==> config.mk <==
export PLATFORM = sky130hd
export DESIGN_NAME = serial_rx_fifo
export DESIGN_NICKNAME = d
export VERILOG_FILES = /design/src/rtl/serial_pkg.sv /design/src/rtl/serial_sync_fifo.sv /design/src/rtl/serial_rx_fifo.sv
export SDC_FILE = /design/constraint.sdc
export NUM_CORES = 1
export LEC_CHECK = 0
export CAP_MARGIN = 30
export CORE_MARGIN = 5
export CORE_UTILIZATION = 45
export CTS_BUF_LIST = sky130_fd_sc_hd__clkbuf_2
export CTS_CLUSTER_SIZE = 16
export DETAILED_ROUTE_END_ITERATION = 12
export PLACE_DENSITY = 0.65
export RECOVER_POWER = 100
export SLEW_MARGIN = 30
export SYNTH_ARGS = -nofsm -noshare
export SYNTH_HDL_FRONTEND = slang
export SYNTH_SLANG_ARGS = --single-unit
==> constraint.sdc <==
create_clock -name clk -period 2.9 [get_ports clk]
set_input_delay 0.725 -clock clk [delete_from_list [all_inputs] [get_ports clk]]
set_output_delay 0.725 -clock clk [all_outputs]
set_load 0.01 [all_outputs]
==> src/rtl/serial_pkg.sv <==
// Shared types and helpers for the serial receive path.
package serial_pkg;

  typedef enum logic [2:0] {
    IDLE, START, DATA, PARITY, STOP, BREAK
  } rx_state_t;

  localparam logic LINE_IDLE = 1'b1;

  function automatic int calc_div(input int clk_hz, input int baud, input int os);
    return clk_hz / (baud * os);
  endfunction

endpackage

==> src/rtl/serial_sync_fifo.sv <==
// Synchronous show-ahead FIFO; occupancy count drives full/empty.
module serial_sync_fifo #(
  parameter int W     = 8,
  parameter int DEPTH = 16
) (
  input  logic                       clk,
  input  logic                       reset,
  input  logic                       push_i,
  input  logic [W-1:0]               wdata_i,
  input  logic                       pop_i,
  output logic [W-1:0]               rdata_o,
  output logic                       valid_o,
  output logic                       full_o,
  output logic [$clog2(DEPTH+1)-1:0] count_o
);
  localparam int AW = $clog2(DEPTH);
  localparam int CW = $clog2(DEPTH+1);

  logic [W-1:0]  mem_q [DEPTH];
  logic [AW-1:0] wr_q, rd_q;
  logic [CW-1:0] cnt_q;
  logic          empty, do_push, do_pop;

  assign empty   = (cnt_q == '0);
  assign full_o  = (cnt_q == CW'(DEPTH));
  assign do_pop  = pop_i && !empty;
  // A pop in the same cycle frees the slot, so a push into a full FIFO is kept.
  assign do_push = push_i && (!full_o || do_pop);

  always_ff @(posedge clk) begin
    if (reset) begin
      wr_q  <= '0;
      rd_q  <= '0;
      cnt_q <= '0;
    end else begin
      if (do_push) wr_q <= wr_q + AW'(1);
      if (do_pop)  rd_q <= rd_q + AW'(1);
      cnt_q <= cnt_q + CW'(do_push) - CW'(do_pop);
    end
  end

  always_ff @(posedge clk) begin
    if (do_push) mem_q[wr_q] <= wdata_i;
  end

  assign rdata_o = empty ? '0 : mem_q[rd_q];
  assign valid_o = !empty;
  assign count_o = cnt_q;

endmodule

==> src/rtl/serial_rx_fifo.sv <==
// UART receiver with start/stop validation feeding a show-ahead FIFO stream.
// Optional parity checking is built when SERIAL_RX_PARITY_EN is defined.
module serial_rx_fifo
  import serial_pkg::*;
#(
  parameter int CLK_HZ     = 24000000,
  parameter int BAUD       = 115200,
  parameter int OVERSAMPLE = 16,
  parameter int DATA_BITS  = 8,
  parameter int STOP_BITS  = 1,
  parameter int FIFO_DEPTH = 16
`ifdef SERIAL_RX_PARITY_EN
  , parameter bit ODD_PARITY = 1'b0
`endif
) (
  input  logic                            clk,
  input  logic                            reset,
  input  logic                            rx,
  output logic [DATA_BITS-1:0]            data_out,
  output logic                            valid,
  input  logic                            ready,
  output logic [$clog2(FIFO_DEPTH+1)-1:0] fifo_count,
  output logic                            frame_err,
  output logic                            overrun_err,
  output logic                            parity_err
);
  localparam int DIV = calc_div(CLK_HZ, BAUD, OVERSAMPLE);
  localparam int DCW = (DIV > 1) ? $clog2(DIV) : 1;
  localparam int TW  = $clog2(OVERSAMPLE);
  localparam int BW  = $clog2(DATA_BITS+1);

  rx_state_t            state_q, state_d;
  logic                 rx_s1_q, rx_s2_q, rx_prev_q;
  logic [DCW-1:0]       div_q, div_d;
  logic [TW-1:0]        tick_q, tick_d;
  logic [BW-1:0]        bit_q, bit_d;
  logic [DATA_BITS-1:0] shift_q, shift_d;
  logic                 par_bad_q, par_bad_d;
  logic                 frame_err_q, frame_err_d;
  logic                 parity_err_q, parity_err_d;
  logic                 overrun_err_q, overrun_err_d;
  logic                 fall, tick, mid, push, fifo_full;

  assign fall = (state_q == IDLE) && rx_prev_q && !rx_s2_q;
  assign tick = (div_q == DCW'(DIV-1));
  assign mid  = tick && (tick_q == TW'(OVERSAMPLE-1));

  // Divider restarts on the start edge so every frame is sampled mid-bit.
  assign div_d = (fall || tick) ? '0 : div_q + DCW'(1);

  always_comb begin
    state_d      = state_q;
    tick_d       = tick_q;
    bit_d        = bit_q;
    shift_d      = shift_q;
    par_bad_d    = par_bad_q;
    frame_err_d  = 1'b0;
    parity_err_d = 1'b0;
    push         = 1'b0;
    if (tick && (state_q == DATA || state_q == PARITY || state_q == STOP))
      tick_d = mid ? '0 : tick_q + TW'(1);
    case (state_q)
      IDLE: if (fall) begin
        state_d   = START;
        tick_d    = '0;
        bit_d     = '0;
        par_bad_d = 1'b0;
      end
      START: if (tick) begin
        if (tick_q == TW'(OVERSAMPLE/2-1)) begin
          tick_d  = '0;
          state_d = rx_s2_q ? IDLE : DATA;
        end else begin
          tick_d = tick_q + TW'(1);
        end
      end
      DATA: if (mid) begin
        shift_d = {rx_s2_q, shift_q[DATA_BITS-1:1]};
        if (bit_q == BW'(DATA_BITS-1)) begin
          bit_d = '0;
`ifdef SERIAL_RX_PARITY_EN
          state_d = PARITY;
`else
          state_d = STOP;
`endif
        end else begin
          bit_d = bit_q + BW'(1);
        end
      end
`ifdef SERIAL_RX_PARITY_EN
      PARITY: if (mid) begin
        par_bad_d = ^shift_q ^ rx_s2_q ^ ODD_PARITY;
        state_d   = STOP;
      end
`endif
      STOP: if (mid) begin
        if (rx_s2_q != LINE_IDLE) begin
          frame_err_d = 1'b1;
          state_d     = BREAK;
        end else if (bit_q == BW'(STOP_BITS-1)) begin
          state_d      = IDLE;
          parity_err_d = par_bad_q;
          push         = !par_bad_q;
        end else begin
          bit_d = bit_q + BW'(1);
        end
      end
      BREAK: if (rx_s2_q == LINE_IDLE) state_d = IDLE;
      default: state_d = IDLE;
    endcase
  end

  assign overrun_err_d = push && fifo_full && !(valid && ready);

  always_ff @(posedge clk) begin
    if (reset) begin
      state_q       <= IDLE;
      rx_s1_q       <= LINE_IDLE;
      rx_s2_q       <= LINE_IDLE;
      rx_prev_q     <= LINE_IDLE;
      div_q         <= '0;
      tick_q        <= '0;
      bit_q         <= '0;
      shift_q       <= '0;
      par_bad_q     <= 1'b0;
      frame_err_q   <= 1'b0;
      parity_err_q  <= 1'b0;
      overrun_err_q <= 1'b0;
    end else begin
      state_q       <= state_d;
      rx_s1_q       <= rx;
      rx_s2_q       <= rx_s1_q;
      rx_prev_q     <= rx_s2_q;
      div_q         <= div_d;
      tick_q        <= tick_d;
      bit_q         <= bit_d;
      shift_q       <= shift_d;
      par_bad_q     <= par_bad_d;
      frame_err_q   <= frame_err_d;
      parity_err_q  <= parity_err_d;
      overrun_err_q <= overrun_err_d;
    end
  end

  serial_sync_fifo #(.W(DATA_BITS), .DEPTH(FIFO_DEPTH)) u_fifo (
    .clk     (clk),
    .reset   (reset),
    .push_i  (push),
    .wdata_i (shift_q),
    .pop_i   (ready),
    .rdata_o (data_out),
    .valid_o (valid),
    .full_o  (fifo_full),
    .count_o (fifo_count)
  );

  assign frame_err   = frame_err_q;
  assign overrun_err = overrun_err_q;
  assign parity_err  = parity_err_q;

endmodule
* Yosys cells after proc, flatten, opt, wreduce, memory -nomap -nowiden
Memory sizes are Yosys's and may differ from the RTL's. A register that Yosys moved wholly into a read port is not among the register bits.
Index checks and enable logic that the tools add are counted.
** Storage, ports and cells
- Memories :: 1
- Bits in writable memories :: 128
- Register bits after elaboration :: 41
- Word-level logic and storage cells :: 102
** Operators by class
- Equal/unequal tests :: 20
- Add/subtract/negate cells :: 7
- Reductions and logical operators :: 25
- Multiplexer cells :: 34
- Bitwise operators :: 2
** Memory list
- u_fifo.mem_q :: words 16, width 8, rd ports 1, clocked after Yosys merged registers in 1, write ports 1, RTL line serial_sync_fifo.sv:19 : logic [W-1:0] mem_q [DEPTH];
** Operators with widths (count)
- $mux W4 :: 13
- $mux W3 :: 9
- $add A4 B1 Y4 const B :: 5
- $ne A2 B2 Y1 const B :: 8
- $pmux W3 S5 :: 1
- $pmux W4 S3 :: 1
- $eq A4 B3 Y1 const B :: 2
- $eq A4 B4 Y1 const B :: 2
- $logic_and A1 B1 Y1 :: 8
- $mux W8 :: 1
- $pmux W4 S2 :: 1
- $reduce_and A8 Y1 :: 1
- $mux W1 :: 7
- $eq A3 B2 Y1 const B :: 2
- $eq A3 B3 Y1 const B :: 2
- $reduce_and A6 Y1 :: 1
- $add A5 B1 Y5 :: 1
- $eq A5 B5 Y1 const B :: 1
- $logic_not A5 Y1 :: 1
- $sub A5 B1 Y5 :: 1
- $logic_not A1 Y1 :: 4
- $logic_not A4 Y1 :: 1
- $logic_or A1 B1 Y1 :: 4
- $eq A3 B1 Y1 const B :: 1
- other kinds (9) :: 10

* Logic depth before layout (Yosys ltp)
Gate-level depths: netlist of the first run.
- Depth after elaboration :: 8
- Gate-level depth with buffers :: 15
- Depth with buffers taken out :: 14

* Hierarchy
Synthesis of the first run repeated with hierarchy kept, for this count alone.
** Unflattened totals
- Cell total of the unflattened synthesis :: 486
- Area, all modules :: 7408.4 um^2
** By module, submodules not included
- serial_sync_fifo :: sequential area each 4184.0 um^2, cells each 312, instances 1, area an instance 5856.9 um^2
- serial_rx_fifo :: sequential area each 560.5 um^2, cells each 174, instances 1, area an instance 1551.5 um^2

* Worst setup path after synthesis of the first run
Ideal clock, no wire load.
- Path type :: flip-flop to flip-flop
- Start point :: register u_fifo.cnt_q[3], in the netlist u_fifo.count_o[3]
- End point :: register u_fifo.cnt_q[4], in the netlist u_fifo.count_o[4]
- Stages on the path, launching flop included :: 16
- Data arrival time :: 2.474 ns
- Path slack :: 0.356 ns
- Library setup time :: 0.070 ns
- Required time :: 2.830 ns
- Path through :: dfxtp_1 -> inv_1 -> ha_1 -> nor4b_1 -> nor2b_1 -> clkbuf_1 -> ha_1 -> inv_1 -> ha_1 -> inv_1 -> fa_1 -> inv_1 -> a21oi_1 -> nor2_1 -> or3_1 -> a21oi_1
** Between the ends
- Word-level cells in the longest chain between the ends :: 7
** Ends and longest elaborated chain
- start, declared :: RTL line serial_sync_fifo.sv:21 : logic [CW-1:0] cnt_q;
- start signal, assigned :: RTL line serial_sync_fifo.sv:38 : cnt_q <= cnt_q + CW'(do_push) - CW'(do_pop);
- $logic_not A5 Y1 * :: RTL line serial_sync_fifo.sv:24 : assign empty = (cnt_q == '0);
- $logic_not A1 Y1 * :: RTL line serial_sync_fifo.sv:26 : assign do_pop = pop_i && !empty;
- $logic_and A1 B1 Y1 * :: RTL line serial_sync_fifo.sv:26
- named net u_fifo.do_pop :: RTL line serial_sync_fifo.sv:22 : logic empty, do_push, do_pop;
- $logic_or A1 B1 Y1 :: RTL line serial_sync_fifo.sv:28 : assign do_push = push_i && (!full_o || do_pop);
- $logic_and A1 B1 Y1 :: RTL line serial_sync_fifo.sv:28
- $add A5 B1 Y5 :: RTL line serial_sync_fifo.sv:38
- $sub A5 B1 Y5 * :: RTL line serial_sync_fifo.sv:38
The timed path passes the listed nets; every way through them passes the cells marked *.
A chain may end at the register's enable or synchronous reset.

==> results of run 1 <==
sequential cells by signal, indices dropped and copies added (netlist names), named ones only:
| name | flops |
|---|---|
| u_fifo.mem_q | 128 |
| shift_q | 8 |
| u_fifo.count_o | 5 |
| bit_q | 4 |
| div_q | 4 |
| tick_q | 4 |
| u_fifo.rd_q | 4 |
| u_fifo.wr_q | 4 |
| state_q | 3 |
| frame_err | 1 |
| overrun_err | 1 |
| rx_prev_q | 1 |
| rx_s1_q | 1 |
| rx_s2_q | 1 |
worst max-delay path, stage by stage, from the launching register on:
cell                      delay [ns]
sky130_fd_sc_hd__dfxtp_4        0.42
sky130_fd_sc_hd__buf_12         0.11
sky130_fd_sc_hd__buf_12         0.11
sky130_fd_sc_hd__buf_16         0.13
sky130_fd_sc_hd__mux4_2         0.50
sky130_fd_sc_hd__mux4_2         0.47
sky130_fd_sc_hd__and2_4         0.15
sky130_fd_sc_hd__buf_6          0.11
power groups by stage:
| stage | Sequential, mW | Clock [mW] | Combinational (mW) |
|---|---|---|---|
| 6_report | 2.76 | 1.04 | 1.84 |
| 3_3_place_gp | 2.81 | 0 | 1.51 |
| 2_1_floorplan | 2.81 | 0 | 1.05 |
| 3_5_place_dp | 2.81 | 0 | 1.53 |
| 5_1_grt | 2.77 | 1.19 | 2.01 |
| 4_1_cts | 2.77 | 1.08 | 1.83 |
cell type report:
type                       count  area [um2]  area share (%)
multi-input combinational    250        2280           28.07
sequential                   173        4748           58.46
clock inverter                14       95.09           1.171
timing repair buffer          60       571.8           7.039
clock buffer                  18       90.09           1.109
inverter                      18       67.56          0.8318
tap                          216       270.3           3.327
layout by cell type, fill, tap and decap left out, types with 6 or more instances in the layout:
cell type                       instances
sky130_fd_sc_hd__ha_1                  16
sky130_fd_sc_hd__a21oi_1                8
sky130_fd_sc_hd__mux4_2                40
sky130_fd_sc_hd__clkbuf_1               6
sky130_fd_sc_hd__edfxtp_1             128
sky130_fd_sc_hd__nor2b_1                6
sky130_fd_sc_hd__buf_12                 6
sky130_fd_sc_hd__nand2_1               14
sky130_fd_sc_hd__dfxtp_1               44
sky130_fd_sc_hd__dlygate4sd3_1          7
sky130_fd_sc_hd__buf_6                 10
sky130_fd_sc_hd__mux2i_1               11
sky130_fd_sc_hd__buf_4                 11
sky130_fd_sc_hd__nand3_1                8
sky130_fd_sc_hd__clkbuf_2              30
sky130_fd_sc_hd__and2_4                 7
sky130_fd_sc_hd__xor2_1                 7
sky130_fd_sc_hd__o21ai_0               10
sky130_fd_sc_hd__nor3_1                 7
sky130_fd_sc_hd__inv_1                 17
sky130_fd_sc_hd__nor2_1                51
stage by stage:
| step | setup TNS (ns) | hold WS (ns) | cells | instance area [um2] |
|---|---|---|---|---|
| finish | -3.844 | 0.4491 | 749 | 8123 |
| global route | -5.776 | 0.4790 | 749 | 8123 |
| CTS | -4.371 | 0.4707 | 748 | 8168 |
| detailed placement | -0.5029 | 0.4045 | 707 | 7800 |
| global placement | -0.4738 | 0.3963 | 707 | 7800 |
| floorplan | 0 | 0.3895 | 466 | 7207 |
kinds of logic (layout without fill, tap and decap cells):
group | after synthesis | count (layout) | synth area share (%)
flops | 173 | 173 | 65.83
simple gates | 129 | 129 | 9.149
mux | 51 | 51 | 14.03
buf+inv | 43 | 110 | 2.691
compound gates | 40 | 40 | 3.733
fa+ha+maj | 17 | 17 | 3.056
xor+xnor | 12 | 12 | 1.458
other cells | 1 | 1 | 0.05203
final timing paths:
path / from / to / cells past startpoint
max: flip-flop / data_out[2] / 7
min: rx_s1_q$_SDFF_PP1_ / rx_s2_q$_SDFF_PP1_ / 1
max reg2reg: u_fifo.count_o[3]$_SDFF_PP0_ / u_fifo.count_o[4]$_SDFF_PP0_ / 14
min reg2reg: rx_s1_q$_SDFF_PP1_ / rx_s2_q$_SDFF_PP1_ / 1
layer usage:
layer | GRT usage (%) | vias to the layer above
met4 | 3.583 | 0
met2 | 27.33 | 109
met3 | 3.787 | 13
met1 | 22.63 | 2018
met5 | 0 | -
li1 | - | 1881
what timing repair did:
action | in CTS | in global routing
resized for setup | 54 | 8
gates cloned | 3 | 0
setup buffers | 6 | 2
endpoints found under the setup margin | 9 | 8
pin swaps | 8 | 1
==> impl_metrics.prom, run 1 <==
# TYPE chip_impl_metric gauge
chip_impl_info{name="run_status",value="complete, but fails checks"} 1
chip_impl_info{name="violations_in_the_final_reports",value="negative setup slack"} 1
chip_impl_metric{name="fmaxAchievable",unit="MHz"} 293.3
chip_impl_info{name="cell_at_the_root_of_the_clock_tree",value="sky130_fd_sc_hd__clkbuf_2"} 1
chip_impl_metric{name="drtIter0Drc",unit=""} 266
chip_impl_metric{name="wirelength_met1",unit="um"} 6244
chip_impl_metric{name="initial_core_util",unit="%"} 45.70
chip_impl_metric{name="netSwitchingPower",unit="mW"} 1.650
chip_impl_metric{name="period_needed",unit="ns"} 3.410
chip_impl_metric{name="placement_rows",unit=""} 46
chip_impl_metric{name="worst_setup_slack_for_register_to_register_paths",unit="ns"} 0.13
chip_impl_metric{name="syn_to_final_growth",unit="%"} 12.71
chip_impl_info{name="setup.worst_path.end_class",value="output port"} 1
chip_impl_metric{name="final.setup.worst_slack",unit="ns"} -0.5097
chip_impl_metric{name="pwr-share-seq",unit="%"} 48.9
chip_impl_metric{name="layout_worst_path_cycle_share",unit="%"} 117.6
chip_impl_metric{name="worstPathMaxFanout",unit=""} 6
chip_impl_info{name="post_synth_main_area_contributors",value="sky130_fd_sc_hd__edfxtp_1 (53%), sky130_fd_sc_hd__dfxtp_1 (13%), sky130_fd_sc_hd__mux4_2 (13%)"} 1
chip_impl_metric{name="cts_buffers",unit=""} 17
chip_impl_metric{name="number_of_enable_flip_flop_cells_after_synthesis",unit=""} 128
chip_impl_metric{name="number_of_endpoints_with_negative_hold_slack_in_the_final_report",unit=""} 0
chip_impl_metric{name="grt_pass1_vias",unit=""} 4087
chip_impl_info{name="synthDominantAreaCellType",value="sky130_fd_sc_hd__edfxtp_1"} 1
chip_impl_metric{name="synthesis.yosys.warnings",unit=""} 0
chip_impl_info{name="clock_tree_from_tritoncts",value="built"} 1
chip_impl_metric{name="grt_first_pass_wirelength",unit="um"} 22650
chip_impl_metric{name="postSynthAreaPerCell",unit="um2"} 15.47
chip_impl_metric{name="ir_worst_vdd",unit="V"} 0.0005407
chip_impl_metric{name="met3RoutedLength",unit="um"} 828
chip_impl_metric{name="largest_net_degree_at_the_start_of_global_routing",unit=""} 33
chip_impl_info{name="hold_path.class",value="flip-flop to flip-flop"} 1
chip_impl_metric{name="synth_top_area_share",unit="%"} 53.33
chip_impl_info{name="grt_setup_unrepaired",value="yes"} 1
chip_impl_metric{name="layout_cell_share_with_drive_strength_beyond_1",unit="%"} 24.02
chip_impl_metric{name="design.final.nets",unit=""} 541
chip_impl_metric{name="routed-via-count",unit=""} 4021
chip_impl_metric{name="filler_cell_count",unit=""} 1368
chip_impl_metric{name="first_pass_iters",unit=""} 4
chip_impl_metric{name="die_w",unit="um"} 136.6
chip_impl_metric{name="cp_data_arrival_time",unit="ns"} 2.68
chip_impl_metric{name="pin_count",unit=""} 21
chip_impl_metric{name="route.met2.wl",unit="um"} 7084
chip_impl_metric{name="internal_power",unit="mW"} 3.994
chip_impl_info{name="netlist_top_cells_count",value="sky130_fd_sc_hd__edfxtp_1 (128), sky130_fd_sc_hd__nor2_1 (51), sky130_fd_sc_hd__dfxtp_1 (45), sky130_fd_sc_hd__mux4_2 (40), sky130_fd_sc_hd__inv_1 (18)"} 1
chip_impl_metric{name="synth-seq-cells",unit=""} 173
chip_impl_metric{name="worst-slew-pin-transition",unit="ns"} 0.7573
chip_impl_metric{name="power.leakage",unit="nW"} 2.783
chip_impl_metric{name="path_clk_slew",unit="ns"} 0.23
chip_impl_info{name="routed.top_layer",value="met4"} 1
chip_impl_info{name="synth_top_flop_cell",value="sky130_fd_sc_hd__edfxtp_1"} 1
chip_impl_metric{name="setup_viols_final",unit=""} 9
chip_impl_info{name="critPathKind",value="flip-flop to output port"} 1
chip_impl_info{name="most_frequent_cell_after_synthesis",value="sky130_fd_sc_hd__edfxtp_1"} 1
chip_impl_metric{name="antenna_violations_before_repair",unit=""} 0
chip_impl_metric{name="place_congestion",unit=""} 0.7735
chip_impl_metric{name="drv_cap",unit=""} 0
chip_impl_metric{name="drt-vias-per-instance",unit=""} 5.368
chip_impl_metric{name="clk_latency",unit="ns"} 0.69
chip_impl_metric{name="async_flop_share",unit="%"} 0
chip_impl_metric{name="route.detailed.drc",unit=""} 0
chip_impl_metric{name="ctsHoldBuffers",unit=""} 0
chip_impl_metric{name="detail_route.wl_per_cell",unit="um"} 19.11
chip_impl_metric{name="post-route-util",unit="%"} 51.51
chip_impl_metric{name="chip_height",unit="um"} 136.6
chip_impl_metric{name="cts_htree_levels",unit=""} 4
chip_impl_metric{name="synth.net_count",unit=""} 487
chip_impl_metric{name="cts.sink_count",unit=""} 173
chip_impl_metric{name="design.core.area",unit="um2"} 15770
chip_impl_metric{name="buffer_ports.inserted",unit=""} 19
chip_impl_metric{name="timing.max_slew.rel_slack",unit="%"} 49.51
chip_impl_metric{name="worstPathRequired",unit="ns"} 2.17
chip_impl_metric{name="postRouteAntennaNets",unit=""} 0
chip_impl_metric{name="skew_final",unit="ns"} 0.02762
chip_impl_metric{name="die-area",unit="um2"} 18650
chip_impl_info{name="setup.worst_path.start_class",value="flip-flop"} 1
chip_impl_metric{name="synth_cell_types",unit=""} 53
chip_impl_metric{name="mapped_cells",unit=""} 466
chip_impl_metric{name="seq_area_frac_synth",unit="%"} 65.83
chip_impl_metric{name="switching_share",unit="%"} 29.24
chip_impl_metric{name="groute.usage.overall",unit="%"} 16.55
chip_impl_metric{name="p_clk_share",unit="%"} 18.5
chip_impl_metric{name="timing_max_transition_violations_final",unit=""} 0
chip_impl_metric{name="globalRouteOverflowTotal",unit=""} 0
chip_impl_metric{name="totalWireLength",unit="um"} 14310
chip_impl_metric{name="antenna-diode-count",unit=""} 0
chip_impl_metric{name="combinationalPowerShare",unit="%"} 32.6
chip_impl_metric{name="power_per_cell_area",unit="nW/um2"} 694.9
chip_impl_metric{name="dpl.hpwl",unit="um"} 8920
chip_impl_metric{name="netlist_area",unit="um2"} 7207
chip_impl_metric{name="ctsLongestPathBuffers",unit=""} 2
chip_impl_metric{name="power",unit="mW"} 5.644
chip_impl_metric{name="place_worst_setup_slack",unit="ns"} -0.09240
Power figures use the tool's default switching activity.
==> run 2, diff against run 1 <==
--- a/config.mk
+++ b/config.mk
@@ -11,8 +11,9 @@
 export CTS_BUF_LIST = sky130_fd_sc_hd__clkbuf_2
 export CTS_CLUSTER_SIZE = 16
 export DETAILED_ROUTE_END_ITERATION = 12
+export GPL_ROUTABILITY_DRIVEN = 0
 export PLACE_DENSITY = 0.65
-export RECOVER_POWER = 100
+export REMOVE_ABC_BUFFERS = 1
 export SLEW_MARGIN = 30
 export SYNTH_ARGS = -nofsm -noshare
 export SYNTH_HDL_FRONTEND = slang
==> run 2 against run 1 <==
Against the previous run:
- global-route usage grew 0.32 points
- worst setup slack lost 0.069 ns
- the flow still finishes with violations (negative setup slack)
- final cell count grew 0.27%
- wire length grew 1.6%
- sequential power is essentially flat
==> impl_metrics.prom, run 2 (synthesized netlist as in run 1, its figures left out) <==
# TYPE chip_impl_metric gauge
chip_impl_info{name="run_status",value="complete, but fails checks"} 1
chip_impl_info{name="violations_in_the_final_reports",value="negative setup slack"} 1
chip_impl_metric{name="power_per_cell_area",unit="nW/um2"} 729.1
chip_impl_info{name="layout.cells.most_common",value="sky130_fd_sc_hd__edfxtp_1"} 1
chip_impl_metric{name="ctsHoldBuffers",unit=""} 0
chip_impl_metric{name="finalSetupTns",unit="ns"} -4.234
chip_impl_metric{name="critPathMaxStageDelay",unit="ns"} 0.49
chip_impl_metric{name="antenna-diode-count",unit=""} 0
chip_impl_metric{name="dpl.hpwl",unit="um"} 9332
chip_impl_metric{name="grt_pass1_vias",unit=""} 4140
chip_impl_metric{name="cts.sink_count",unit=""} 173
chip_impl_metric{name="largest_register_ff_count",unit=""} 128
chip_impl_metric{name="fmaxAchievable",unit="MHz"} 287.5
chip_impl_metric{name="route.detailed.drc",unit=""} 0
chip_impl_info{name="setup.worst_path.start_class",value="flip-flop"} 1
chip_impl_info{name="grt_setup_unrepaired",value="yes"} 1
chip_impl_metric{name="design.final.nets",unit=""} 543
chip_impl_metric{name="layout_cell_share_with_drive_strength_beyond_1",unit="%"} 26.92
chip_impl_metric{name="totalWireLength",unit="um"} 14540
chip_impl_info{name="register_with_the_most_flip_flops",value="u_fifo.mem_q"} 1
chip_impl_metric{name="power.leakage",unit="nW"} 2.846
chip_impl_metric{name="die_w",unit="um"} 136.6
chip_impl_info{name="worst_path_max_delay_cell",value="sky130_fd_sc_hd__mux4_2"} 1
chip_impl_metric{name="filler_cell_count",unit=""} 1324
chip_impl_metric{name="buffer_ports.inserted",unit=""} 19
chip_impl_metric{name="cp_data_arrival_time",unit="ns"} 2.75
chip_impl_metric{name="clk_latency",unit="ns"} 0.75
chip_impl_metric{name="cts_htree_levels",unit=""} 4
chip_impl_metric{name="routed-via-count",unit=""} 4097
chip_impl_metric{name="ir_worst_vdd",unit="V"} 0.0005437
chip_impl_metric{name="drtIter0Drc",unit=""} 316
chip_impl_metric{name="timing.max_slew.rel_slack",unit="%"} 55.00
chip_impl_metric{name="worst-slew-pin-transition",unit="ns"} 0.6741
chip_impl_metric{name="final.setup.worst_slack",unit="ns"} -0.5783
chip_impl_metric{name="post-route-util",unit="%"} 52.55
chip_impl_metric{name="drt-vias-per-instance",unit=""} 5.455
chip_impl_info{name="setup.worst_path.end_class",value="output port"} 1
chip_impl_metric{name="pin_count",unit=""} 21
chip_impl_info{name="cpLargestDelayFamily",value="multiplexers"} 1
chip_impl_metric{name="final_cell_area",unit="um2"} 8287
chip_impl_metric{name="first_pass_iters",unit=""} 5
chip_impl_metric{name="power",unit="mW"} 6.042
chip_impl_metric{name="worstPathMaxFanout",unit=""} 6
chip_impl_metric{name="syn_to_final_growth",unit="%"} 14.98
chip_impl_metric{name="drv_cap",unit=""} 0
chip_impl_metric{name="timing_max_transition_violations_final",unit=""} 0
chip_impl_metric{name="antenna_violations_before_repair",unit=""} 0
chip_impl_info{name="clock_tree_from_tritoncts",value="built"} 1
chip_impl_metric{name="dpl_cell_area",unit="um2"} 7812
chip_impl_info{name="critPathKind",value="flip-flop to output port"} 1
chip_impl_metric{name="grt_first_pass_wirelength",unit="um"} 23090
chip_impl_metric{name="detail_route.wl_per_cell",unit="um"} 19.36
chip_impl_metric{name="worstPathRequired",unit="ns"} 2.17
chip_impl_metric{name="number_of_endpoints_with_negative_hold_slack_in_the_final_report",unit=""} 0
chip_impl_metric{name="setup_viols_final",unit=""} 8
chip_impl_metric{name="largest_net_degree_at_the_start_of_global_routing",unit=""} 33
chip_impl_metric{name="initial_core_util",unit="%"} 45.70
chip_impl_metric{name="ctsLongestPathBuffers",unit=""} 2
chip_impl_metric{name="placement_rows",unit=""} 46
chip_impl_metric{name="path_buf_inv",unit=""} 4
chip_impl_info{name="critical_path.cell_chain",value="buf_12 > buf_12 > buf_8 > mux4_2 > mux4_2 > and2_1 > buf_2"} 1
chip_impl_metric{name="skew_final",unit="ns"} 0.03442
chip_impl_metric{name="period_needed",unit="ns"} 3.478
chip_impl_metric{name="chip_height",unit="um"} 136.6
chip_impl_metric{name="postRouteAntennaNets",unit=""} 0
chip_impl_metric{name="groute.usage.overall",unit="%"} 16.87
chip_impl_info{name="layout.cells.most_common_list",value="sky130_fd_sc_hd__edfxtp_1 (128), sky130_fd_sc_hd__nor2_1 (51), sky130_fd_sc_hd__dfxtp_1 (42), sky130_fd_sc_hd__mux4_2 (40), sky130_fd_sc_hd__buf_4 (32)"} 1
chip_impl_info{name="hold_path.class",value="flip-flop to flip-flop"} 1
chip_impl_metric{name="path_clk_slew",unit="ns"} 0.24
chip_impl_metric{name="layout_worst_path_cycle_share",unit="%"} 119.9
chip_impl_metric{name="place_worst_setup_slack",unit="ns"} -0.08547
chip_impl_metric{name="design.core.area",unit="um2"} 15770
chip_impl_info{name="cell_at_the_root_of_the_clock_tree",value="sky130_fd_sc_hd__clkbuf_2"} 1
chip_impl_metric{name="cts_buffers",unit=""} 17
chip_impl_metric{name="die-area",unit="um2"} 18650
chip_impl_metric{name="globalRouteOverflowTotal",unit=""} 0
## run 2: changes by cell type in the layout (fill, tap and decap cells not counted), moves of 5 or more
cell / before / now
sky130_fd_sc_hd__buf_4: 11 / 32
sky130_fd_sc_hd__clkbuf_2: 30 / 18
sky130_fd_sc_hd__clkdlybuf4s50_1: 3 / 10
sky130_fd_sc_hd__dlygate4sd3_1: 7 / 0
sky130_fd_sc_hd__clkbuf_1: 6 / 0
sky130_fd_sc_hd__clkinv_2: 5 / 0
## run 2: final cells by class
class	count	area, um2	area share, %
sequential	173	4751	57.33
multi-input combinational	250	2301	27.77
timing repair buffer	62	614.3	7.414
tap	216	270.3	3.261
clock inverter	15	197.7	2.386
clock buffer	17	85.08	1.027
inverter	18	67.56	0.8153
## run 2: final timing paths
check	from	to	slack, ns	depth (start not counted)
worst max-delay path	flip-flop	data_out[3]	-0.58	7
worst min-delay path	rx_s1_q$_SDFF_PP1_	rx_s2_q$_SDFF_PP1_	0.45	1
worst max register to register	tick_q[0]$_SDFF_PP0_	u_fifo.count_o[4]$_SDFF_PP0_	0.25	12
worst min register to register	rx_s1_q$_SDFF_PP1_	rx_s2_q$_SDFF_PP1_	0.45	1
## run 2: power breakdown
part | total, mW | switching [mW] | leakage (nW) | internal, mW
clock | 1.40 | 0.887 | 0.161 | 0.515
combinational | 1.86 | 0.767 | 1.13 | 1.09
sequential | 2.78 | 0.0846 | 1.55 | 2.70
## run 2: what timing repair did
item,in CTS,in global routing
pin swaps,8,1
resized for setup,55,9
buffers inserted,10,2
gates cloned,1,0
endpoints found under the setup margin,9,9
## run 2: per-stage QoR
step	hold slack, ns	instances
2_1_floorplan	0.3895	441
3_3_place_gp	0.4012	707
3_5_place_dp	0.3989	707
4_1_cts	0.4492	750
5_1_grt	0.4554	751
6_report	0.4481	751
## run 2: layer usage
metal | up-vias | track usage, % | share of wire [%]
met5 | - | 0 | 0
met4 | 0 | 6.047 | 1.5
met3 | 21 | 3.713 | 5.3
met2 | 126 | 25.90 | 48
met1 | 2068 | 23.85 | 45
li1 | 1882 | - | -
==> run 3, diff against run 2 <==
==> constraint.sdc (replaced) <==
create_clock -name clk -period 3.8 [get_ports clk]
set_input_delay 0.95 -clock clk [delete_from_list [all_inputs] [get_ports clk]]
set_output_delay 0.95 -clock clk [all_outputs]
set_load 0.01 [all_outputs]
==> run 3 against run 2 <==
Against the previous run:
- the run now ends clean
- highest routed layer unchanged
- sequential cell count stayed put
- largest power group unchanged
- non-clock buffer count down 12
- sequential share of layout area increased by 1.6 points
- clock-buffer cell count is 1 higher
- clock power decreased by 34%
- worst setup slack improved by 0.73 ns
- hold slack gained 0.0031 ns
- total power down 29%
- core utilization decreased by 1.4 points
- global-route usage fell by 0.24 points
- combinational power down 34%
- via count down 3.2%
==> impl_metrics.prom, run 3 (synthesized netlist as in run 1, its figures left out) <==
# TYPE chip_impl_metric gauge
chip_impl_metric{name="detail_route.wl_per_cell",unit="um"} 19.26
chip_impl_metric{name="skew_final",unit="ns"} 0.03233
chip_impl_metric{name="die-area",unit="um2"} 18650
chip_impl_metric{name="ctsLongestPathBuffers",unit=""} 2
chip_impl_metric{name="drv_cap",unit=""} 0
chip_impl_metric{name="ir_worst_vdd",unit="V"} 0.0003901
chip_impl_metric{name="worstPathMaxFanout",unit=""} 9
chip_impl_metric{name="groute.usage.overall",unit="%"} 16.63
chip_impl_info{name="critPathKind",value="flip-flop to output port"} 1
chip_impl_metric{name="timing_max_transition_violations_final",unit=""} 0
chip_impl_info{name="setup.worst_path.end_class",value="output port"} 1
chip_impl_metric{name="buffer_ports.inserted",unit=""} 19
chip_impl_metric{name="final.setup.worst_slack",unit="ns"} 0.1550
chip_impl_metric{name="first_pass_iters",unit=""} 4
chip_impl_metric{name="antenna_violations_before_repair",unit=""} 0
chip_impl_metric{name="antenna-diode-count",unit=""} 0
chip_impl_metric{name="design.final.nets",unit=""} 531
chip_impl_metric{name="path_clk_slew",unit="ns"} 0.23
chip_impl_info{name="layout.cells.most_common",value="sky130_fd_sc_hd__edfxtp_1"} 1
chip_impl_info{name="hold_path.class",value="flip-flop to flip-flop"} 1
chip_impl_metric{name="post-route-util",unit="%"} 51.13
chip_impl_info{name="timing.critical_path.mode_cell",value="sky130_fd_sc_hd__mux4_2"} 1
chip_impl_metric{name="period_needed",unit="ns"} 3.645
chip_impl_metric{name="worst-slew-pin-transition",unit="ns"} 0.6211
chip_impl_metric{name="worstPathRequired",unit="ns"} 2.85
chip_impl_metric{name="drt-vias-per-instance",unit=""} 5.365
chip_impl_metric{name="area.sequential",unit="um2"} 4748
chip_impl_metric{name="path_buf_inv",unit=""} 3
chip_impl_metric{name="cp.depth",unit=""} 6
chip_impl_metric{name="globalRouteOverflowTotal",unit=""} 0
chip_impl_metric{name="power.leakage",unit="nW"} 2.732
chip_impl_metric{name="filler_cell_count",unit=""} 1355
chip_impl_metric{name="layout_worst_path_cycle_share",unit="%"} 95.92
chip_impl_metric{name="syn_to_final_growth",unit="%"} 11.87
chip_impl_metric{name="placement_rows",unit=""} 46
chip_impl_metric{name="drtIter0Drc",unit=""} 341
chip_impl_metric{name="chip_height",unit="um"} 136.6
chip_impl_info{name="critical_path.cell_chain",value="buf_12 > buf_4 > mux4_2 > mux4_2 > and2_4 > buf_6"} 1
chip_impl_metric{name="cts_buffers",unit=""} 17
chip_impl_metric{name="cts_htree_levels",unit=""} 4
chip_impl_metric{name="place_worst_setup_slack",unit="ns"} 0.4718
chip_impl_metric{name="dp_cells",unit=""} 699
chip_impl_metric{name="cp_data_arrival_time",unit="ns"} 2.69
chip_impl_metric{name="power_per_cell_area",unit="nW/um2"} 530.7
chip_impl_metric{name="power",unit="mW"} 4.279
chip_impl_metric{name="die_w",unit="um"} 136.6
chip_impl_metric{name="totalWireLength",unit="um"} 14230
chip_impl_metric{name="grt_pass1_vias",unit=""} 3917
chip_impl_metric{name="dpl.hpwl",unit="um"} 9087
chip_impl_info{name="clock_tree_from_tritoncts",value="built"} 1
chip_impl_metric{name="routed-via-count",unit=""} 3965
chip_impl_info{name="cpLargestDelayFamily",value="multiplexers"} 1
chip_impl_metric{name="design.core.area",unit="um2"} 15770
chip_impl_info{name="setup.worst_path.start_class",value="flip-flop"} 1
chip_impl_metric{name="worst-r2r-cell-count",unit=""} 11
chip_impl_metric{name="critPathMaxStageDelay",unit="ns"} 0.51
chip_impl_info{name="worst_path_max_delay_cell",value="sky130_fd_sc_hd__mux4_2"} 1
chip_impl_metric{name="timing.max_slew.rel_slack",unit="%"} 58.54
chip_impl_metric{name="stdcell_count",unit=""} 739
chip_impl_metric{name="largest_register_ff_count",unit=""} 128
chip_impl_info{name="cell_at_the_root_of_the_clock_tree",value="sky130_fd_sc_hd__clkbuf_2"} 1
chip_impl_metric{name="worstHoldPathCells",unit=""} 1
chip_impl_info{name="run_status",value="complete, no violations"} 1
chip_impl_metric{name="grt_first_pass_wirelength",unit="um"} 22540
chip_impl_metric{name="layout_cell_share_with_drive_strength_beyond_1",unit="%"} 22.94
chip_impl_metric{name="largest_net_degree_at_the_start_of_global_routing",unit=""} 33
chip_impl_metric{name="multi_input_area",unit="um2"} 2276
chip_impl_metric{name="pin_count",unit=""} 21
chip_impl_metric{name="cts.sink_count",unit=""} 173
chip_impl_metric{name="number_of_endpoints_with_negative_hold_slack_in_the_final_report",unit=""} 0
chip_impl_metric{name="clk_latency",unit="ns"} 0.71
chip_impl_metric{name="initial_core_util",unit="%"} 45.70
chip_impl_metric{name="final_cell_area",unit="um2"} 8063
chip_impl_info{name="register_with_the_most_flip_flops",value="u_fifo.mem_q"} 1
chip_impl_info{name="layout.cells.most_common_list",value="sky130_fd_sc_hd__edfxtp_1 (128), sky130_fd_sc_hd__nor2_1 (51), sky130_fd_sc_hd__dfxtp_1 (44), sky130_fd_sc_hd__mux4_2 (40), sky130_fd_sc_hd__buf_4 (23)"} 1
chip_impl_metric{name="dpl_cell_area",unit="um2"} 7715
chip_impl_metric{name="fmaxAchievable",unit="MHz"} 274.3
chip_impl_metric{name="postRouteAntennaNets",unit=""} 0
chip_impl_metric{name="route.detailed.drc",unit=""} 0
chip_impl_info{name="grt_setup_unrepaired",value="yes"} 1
chip_impl_metric{name="setup_viols_final",unit=""} 0
-- run 3: where the power goes --
group	internal, mW	total [mW]	switching (mW)	leakage [nW]
clock network	0.305	0.921	0.616	0.140
registers	2.06	2.13	0.0770	1.55
logic	0.691	1.22	0.533	1.04
-- run 3: layer usage --
| metal | share of wire (%) | up-vias | routed length [um] | track usage [%] |
|---|---|---|---|---|
| met3 | 7.4 | 7 | 1047 | 3.640 |
| met1 | 43 | 1985 | 6158 | 23.52 |
| met2 | 48 | 117 | 6902 | 25.41 |
| met5 | 0 | - | 0 | 0 |
| met4 | 0.86 | 0 | 122 | 6.271 |
| li1 | - | 1856 | - | - |
-- run 3: area by class of cell --
type | count | area share, %
well taps | 216 | 3.352
clock buffers | 18 | 1.117
clock inverters | 14 | 1.800
repair buffers | 50 | 5.773
flip-flops and latches | 173 | 58.89
inverters | 18 | 0.8380
multi-input cells | 250 | 28.23
-- run 3: what timing repair did --
| action | in CTS | in global routing |
|---|---|---|
| setup buffers | 7 | 0 |
| hold buffers | 0 | 0 |
| resized for setup | 40 | 9 |
| setup endpoints to repair | 8 | 8 |
| cloned | 1 | 0 |
| pin swaps | 0 | 0 |
-- run 3: final timing paths --
kind / startpoint / end / slack [ns]
worst max register to register: state_q[2]$_SDFFE_PP0P_ / u_fifo.count_o[4]$_SDFF_PP0_ / 0.87
worst min register to register: rx_s1_q$_SDFF_PP1_ / rx_s2_q$_SDFF_PP1_ / 0.45
worst min-delay path: rx_s1_q$_SDFF_PP1_ / rx_s2_q$_SDFF_PP1_ / 0.45
worst max-delay path: flip-flop / data_out[0] / 0.16
-- run 3: worst register-to-register path: cells and delay by family (launching register included) --
kind / cells / cell delay (ns)
and+or+nand+nor: 4 / 1.18
adders and majority gates: 2 / 0.61
DFF: 1 / 0.72
buffers and inverters: 2 / 0.12
AOI/OAI and AO/OA: 3 / 0.28
-- run 3: per-stage QoR --
step	hold WS, ns	setup TNS [ns]
6_report	0.4512	0
2_1_floorplan	0.3895	0
5_1_grt	0.4832	-0.01104
4_1_cts	0.4519	-0.02075
3_5_place_dp	0.4068	0
3_3_place_gp	0.3929	0
